[src/rtl/mem_pkg.sv]
// Shared constants and loader state type for the boot instruction memory.
package mem_pkg;

    localparam logic [31:0] RESET_VECTOR = 32'hBFC0_0000;
    localparam logic [31:0] HALT_ADDR    = 32'h0000_0000;
    localparam logic [31:0] NOP          = 32'h0000_0000;

    typedef enum logic [1:0] {
        IDLE  = 2'd0,
        LOAD  = 2'd1,
        READY = 2'd2
    } load_state_e;

endpackage

[src/rtl/instr_loader_fsm.sv]
// Program loader control: owns the load state, the accepted-word count and
// the valid/ready handshake; tells the storage where the next word goes.
module instr_loader_fsm
    import mem_pkg::*;
#(
    parameter int DEPTH = 64
) (
    input  logic                     clk_i,
    input  logic                     reset_i,
    input  logic                     clk_enable_i,
    input  logic                     load_valid_i,
    input  logic                     load_last_i,
    output logic                     load_ready_o,
    output logic                     prog_ready_o,
    output logic [$clog2(DEPTH):0]   words_loaded_o,
    output logic                     wr_en_o,
    output logic [$clog2(DEPTH)-1:0] wr_idx_o
);

    localparam int AW = $clog2(DEPTH);
    localparam int CW = AW + 1;

    load_state_e   state_q;
    logic [CW-1:0] count_q;
    logic [CW-1:0] count_d;
    logic          accept;
    logic          final_word;

    // Reset is gated in so a word offered during reset never reaches storage.
    assign accept     = clk_enable_i && load_valid_i && (state_q != READY) && !reset_i;
    assign count_d    = count_q + 1'b1;
    assign final_word = load_last_i || (count_d == CW'(DEPTH));

    always_ff @(posedge clk_i) begin
        if (reset_i) begin
            state_q <= IDLE;
            count_q <= '0;
        end else if (accept) begin
            count_q <= count_d;
            state_q <= final_word ? READY : LOAD;
        end
    end

    assign load_ready_o   = (state_q != READY);
    assign prog_ready_o   = (state_q == READY);
    assign words_loaded_o = count_q;
    assign wr_en_o        = accept;
    assign wr_idx_o       = count_q[AW-1:0];

endmodule

[src/rtl/instr_memory.sv]
// Boot instruction memory: filled once by a streaming loader, then serves
// combinational CPU fetches relative to BASE with a sticky illegal-fetch flag.
module instr_memory
    import mem_pkg::*;
#(
    parameter int          DEPTH = 64,
    parameter logic [31:0] BASE  = RESET_VECTOR
) (
    input  logic                   clk,
    input  logic                   reset,
    input  logic                   clk_enable,
    input  logic                   load_valid,
    input  logic [31:0]            load_data,
    input  logic                   load_last,
    output logic                   load_ready,
    input  logic [31:0]            instr_address,
    output logic [31:0]            instr_readdata,
    output logic                   prog_ready,
    output logic                   addr_fault,
    output logic [$clog2(DEPTH):0] words_loaded
);

    localparam int AW = $clog2(DEPTH);

    logic [31:0]   mem [DEPTH];
    logic          wr_en;
    logic [AW-1:0] wr_idx;
    logic [31:0]   index;
    logic          is_halt;
    logic          misaligned;
    logic          out_of_range;
    logic          hit;
    logic          addr_fault_q;

    instr_loader_fsm #(
        .DEPTH(DEPTH)
    ) u_loader (
        .clk_i          (clk),
        .reset_i        (reset),
        .clk_enable_i   (clk_enable),
        .load_valid_i   (load_valid),
        .load_last_i    (load_last),
        .load_ready_o   (load_ready),
        .prog_ready_o   (prog_ready),
        .words_loaded_o (words_loaded),
        .wr_en_o        (wr_en),
        .wr_idx_o       (wr_idx)
    );

    // Storage is deliberately left uncleared; stale words are hidden by the count gate.
    always_ff @(posedge clk) begin
        if (wr_en) begin
            mem[wr_idx] <= load_data;
        end
    end

    assign index        = (instr_address - BASE) >> 2;
    assign is_halt      = (instr_address == HALT_ADDR);
    assign misaligned   = (instr_address[1:0] != 2'b00);
    assign out_of_range = (index >= 32'(DEPTH));
    assign hit          = prog_ready && !is_halt && !misaligned && (index < 32'(words_loaded));

    assign instr_readdata = hit ? mem[index[AW-1:0]] : NOP;

    // Fault only counts once the program is live; the halt address is always legal.
    always_ff @(posedge clk) begin
        if (reset) begin
            addr_fault_q <= 1'b0;
        end else if (clk_enable && prog_ready && !is_halt && (misaligned || out_of_range)) begin
            addr_fault_q <= 1'b1;
        end
    end

    assign addr_fault = addr_fault_q;

endmodule

[config.mk]
export PLATFORM = sky130hd
export DESIGN_NAME = instr_memory
export DESIGN_NICKNAME = d
export VERILOG_FILES = /design/src/rtl/mem_pkg.sv /design/src/rtl/instr_loader_fsm.sv /design/src/rtl/instr_memory.sv
export SDC_FILE = /design/constraint.sdc
export NUM_CORES = 2
export LEC_CHECK = 0
export BUFFER_PORTS_ARGS = -buffer_cell sky130_fd_sc_hd__buf_4
export CORE_UTILIZATION = 60
export CTS_CLUSTER_DIAMETER = 80
export DETAILED_ROUTE_END_ITERATION = 16
export PLACE_DENSITY = 0.73
export SLEW_MARGIN = 20
export SYNTH_ARGS = -nofsm -noshare
export SYNTH_HDL_FRONTEND = slang
export SYNTH_HIERARCHICAL = 1
export SYNTH_SLANG_ARGS = --single-unit
[constraint.sdc]
create_clock -name clk -period 14.05 [get_ports clk]
set_clock_uncertainty 0.2 [all_clocks]
set_input_delay 4.215 -clock clk [delete_from_list [all_inputs] [get_ports clk]]
set_output_delay 4.215 -clock clk [all_outputs]
set_load 0.005 [all_outputs]
# ---- Yosys cells after proc, flatten, opt, wreduce, memory -nomap -nowiden
# Memory sizes are Yosys's and may differ from the RTL's.
# Cells that the tools add are included.
dict set report word_totals {
  register_bits 10
  ram_bits 2048
  input_bits 69
  output_inout_bits 42
  word_cells 31
  mem_count 1
}
dict set report classes {
  n_addsub 2
  n_lt_le_gt_ge 2
  n_eq_ne 3
  mux 4
  n_reduce_logical 16
}
# name depth width read_ports rd_ports_with_merged_regs write_ports line_no
set memory_table {}
lappend memory_table {mem 64 32 1 0 1 instr_memory.sv:25} ;# logic [31:0] mem [DEPTH];
# cell count
set ops {}
lappend ops {{zero test 32 bit} 1}
lappend ops {{2-to-1 mux 32 bit} 1}
lappend ops {{subtractor 32 bit, second input constant} 1}
lappend ops {{greater-or-equal comparator 30 x 7 -> 1 bit, second input constant} 1}
lappend ops {{less-than comparator 30 x 7 -> 1 bit} 1}
lappend ops {{logical AND 1 bit} 9}
lappend ops {{adder 7 x 1 -> 7 bit, second input constant} 1}
lappend ops {{== test 7 bit, second input constant} 1}
lappend ops {{zero test 1 bit} 3}
lappend ops {{== test 2 bit, second input constant} 1}
lappend ops {{logical OR 1 bit} 2}
lappend ops {{2-to-1 mux 1 bit} 2}
lappend ops {{2-to-1 mux 2 bit} 1}
lappend ops {{!= test 2 bit, second input constant} 1}
lappend ops {{nonzero test 2 bit} 1}

# ---- Depth between registers and ports, before layout
dict set report depth {
  ltp_word 6
  mapped_depth 10
  mapped_depth_nobuf 6
}

# ---- Hierarchy
# The synthesis kept the hierarchy.
# mod instances cells_each area_each_um2 seq_area_each_um2
set by_module_without_submodules {}
lappend by_module_without_submodules {instr_memory 1 3503 79243.5 61519.0}
lappend by_module_without_submodules {instr_loader_fsm 1 64 543.0 180.2}

# ---- Least setup slack after synthesis
# Ideal clock, no wire load.
dict set report synth_timing {
  kind {input-to-output}
  from {input instr_address[2]}
  to {output instr_readdata[27]}
  t_arrival_ns 6.010
  required_ns 9.635
  slack_ns 3.625
  path_stages 7
  path_buffers 3
  cell_sequence {buf_6 > buf_6 > buf_2 > mux4_2 > mux4_2 > o211ai_1 > nor3_1}
}
dict set report synth_between {
  elab_chain_len 6
  word_cells_on_any_way 9
  cone_classes {1 x add/sub; 1 x order compare; 1 x mux; 5 x reduce/logical; 1 x memory}
}
# element line_no
set synth_lines {}
lappend synth_lines {{start, declared} instr_memory.sv:16} ;# input logic [31:0] instr_address,
lappend synth_lines {{branches (longest 5 deep; another with subtractor 32 bit)} --}
lappend synth_lines {{2-to-1 mux 32 bit *} instr_memory.sv:63} ;# assign instr_readdata = hit ? mem[index[AW-1:0]] : NOP;
lappend synth_lines {{end, declared} instr_memory.sv:17} ;# output logic [31:0] instr_readdata,
# Every way passes the cells marked *.

# ---- Final worst setup path
dict set report layout_timing {
  from {input instr_address[2]}
  to {output instr_readdata[11]}
}
# The elaborated chain is that of the path after synthesis.

==> results.toml <==
[run_status]
status = "complete, no violations"

[route]
first_pass_iters = 6
via_per_inst = 6.869
drtAntennaViolNets = 0
drc = 0
drt_iter0_drc = 5794
vias = 39216
drt_wl_total_mm = 201.1
routedWlPerCell_um = 35.22

[floorplanning]
die_area_um2 = 134400
fp.dieW_um = 366.7
num_rows = 133
core_area_um2 = 131600
ios = 111
start_util_pct = 60.61
die_h_um = 366.7

[clocking]
cts_tree = "done"
cts-buffers-inserted = 196
clk_latency_ns = 0.83
htree_levels = 4
cts_resized = 0
cts_root_buf = "clkbuf_16"
post_cts_buffers = 0
postCtsHoldBufs = 0
clkSinkCount = 2058
clockBufferDepth = 3
clk_pin_slew_ns = 0.06

[pwr]
p_int_w = 0.009750
combPwrFrac_pct = 4.5
pwr-share-seq_pct = 55.0
p_clk_share_pct = 40.6
p_sw_w = 0.002537
vdd_drop_max_v = 0.00009943
swShare_pct = 20.65
power_density_nw_per_um2 = 138.1
leakagePower_nw = 27.90

[place]
portBuffers = 110
hpwlAfterDp_mm = 101.2
dp_slack_ns = 1.956
gp_routability_congestion = 0.7908

[synth]
synth_ff_type = "edfxtp_1"
synthArstFlopShare_pct = 0
ys_seq_elements = 2058
synthMuxAreaShare_pct = 16.30
yosys.area_share.xor_xnor_pct = 0
synth_edf_count = 2048
synth_top_family_by_area = "multiplexers"
synth_area_um2 = 79790
synth_fp_nets = 3643
synthSimpleGateAreaFrac_pct = 2.139
ys_warn_count = 6
synth_fa_ha_area_share_pct = 0.1098
seq_area_frac_synth_pct = 77.33
ys_types = 64
synth-compound-area-share_pct = 2.344
synth_cells = 3567
syn_avg_cell_area_um2 = 22.37

[critical_path]
cp.arrival_ns = 7.65
cp_slowest_stage_delay_ns = 0.62
crit_fanout = 77
cp_cell_sequence = "buf_8 -> buf_12 -> buf_4 -> mux4_2 -> mux4_2 -> o211ai_1 -> nor3_1 -> buf_4"
slowest_stage = "buf_8"
crit_type = "input pin to output pin"
critPathLaunchType = "input pin"
worstSetupEndpointType = "output pin"
required_ns = 9.63

[global_route]
antenna_found_initial = 7
grt_pass1_wl_mm = 285.3
gr-total-overflow = 0
grt_max_degree = 78
grt_pass1_vias = 39042
grtUsageTotal_pct = 30.39

[timing]
relSlewSlack_pct = 24.93
rsz0062_at_grt = "no"
hold_viol = 0
final.period_utilization_pct = 85.89
timing.final.ws_setup_ns = 1.982
max_freq_mhz = 82.86
finalSetupViolCount = 0
final_max_slew_viol_count = 0
fin_tns_setup_ns = 0
min_period_ns = 12.07
worstMarginPinSlew_ns = 1.126

[run]
max-cap-violations = 0

[layout]
final_util_pct = 67.60
area_growth_pct = 11.52
drive_above_1_share_pct = 27.47
antenna_cells = 0
nets = 3863

[hold_path]
hold_path.class = "flop to flop"
## layout by cell type, fill, tap and decap left out, types with 12 or more instances in the layout
master and count:
a211oi_1 12, a21oi_1 20, a221oi_1 25, a32oi_1 42, buf_12 14, buf_4 206
clkbuf_1 59, clkbuf_16 200, clkinv_1 61, clkinv_2 25, edfxtp_1 2048, mux2_2 28
mux2i_1 154, mux4_2 495, nand2_1 130, nand3_1 19, nor2_1 51, nor2_4 62
nor2b_1 14, nor3_1 13, nor4_1 14, o21ai_0 18, o21ai_1 21, o22ai_1 17
## state kept, by name, indices dropped and copies added (netlist names)
register,cells
u_loader/state_q,2
mem,2048
u_loader/words_loaded_o,7
addr_fault,1
## power groups by stage
stage / registers, W / logic, W / clock network, W
floorplan: 0.00689 / 0.000328 / 0
global placement: 0.00689 / 0.000532 / 0
detailed placement: 0.00689 / 0.000541 / 0
CTS: 0.00676 / 0.000545 / 0.00502
global route: 0.00675 / 0.000577 / 0.00525
finish: 0.00676 / 0.000548 / 0.00498
## layer usage
layer	vias to the layer above	part of all wire (%)	GRT usage [%]
met1	20625	37	43.06
met2	2603	48	47.64
met3	374	12	7.391
met5	-	0.031	0
met4	10	2.8	9.125
li1	15604	-	-
## kinds of logic after synthesis
logic type      after synthesis
compound gates              242
fa+ha+maj                     7
flops                      2058
simple gates                369
buf+inv                     214
mux                         677
## worst max-delay path: cells and delay by family
family	cells	cell delay, ns
buffers and inverters	4	1.79
multiplexers	2	1.06
AND/OR/NAND/NOR	1	0.15
AO/OA/AOI/OAI	1	0.21
## path summary, 6_finish.rpt
path              cells after the start  slack, ns                       to                              from
hold / removal                        2       0.28  addr_fault$_SDFFE_PP0P_           addr_fault$_SDFFE_PP0P_
hold reg to reg                       2       0.28  addr_fault$_SDFFE_PP0P_           addr_fault$_SDFFE_PP0P_
setup / recovery                      8       1.98       instr_readdata[11]                  instr_address[2]
setup reg to reg                      7      10.51     mem[30][2]$_DFFE_PP_  u_loader/state_q[0]$_SDFFE_PP0P_
## final cells by class
class / instances / area (um^2)
multi-input combinational: 1295 / 17160
inverter: 13 / 55.05
clock buffer: 259 / 5226
clock inverter: 106 / 768.2
sequential: 2058 / 61700
fill: 7966 / 42650
tap: 1755 / 2196
timing repair buffer: 223 / 1872
## Yosys cell counts, drive strengths merged, types with 11 or more instances
cell / instances / share of area, %
a221oi: 31 / 0.39
nor3: 15 / 0.094
a311oi: 11 / 0.15
o21ai: 39 / 0.24
o22ai: 17 / 0.13
buf: 150 / 1.5
nand2: 130 / 0.61
nand2b: 11 / 0.096
mux4: 495 / 14
nand3: 19 / 0.12
nor4: 18 / 0.16
a21oi: 20 / 0.13
a32oi: 42 / 0.46
mux2: 28 / 0.40
mux2i: 154 / 1.9
nor2: 115 / 0.54
inv: 13 / 0.061
nor2b: 16 / 0.13
a211oi: 12 / 0.11
clkbuf: 51 / 0.24
edfxtp: 2048 / 77
## through the flow
step | power, W | cells | instance area [um^2] | hold slack [ns]
after floorplan | 0.007215 | 3567 | 79790 | 0.2600
after global placement | 0.007418 | 5344 | 82980 | 0.2577
after detailed placement | 0.007428 | 5344 | 82980 | 0.2699
after CTS | 0.01232 | 5709 | 88980 | 0.2833
after global routing | 0.01258 | 5709 | 88980 | 0.3271
final | 0.01229 | 5709 | 88980 | 0.2782
No activity file was read; power rests on OpenSTA's default activity.
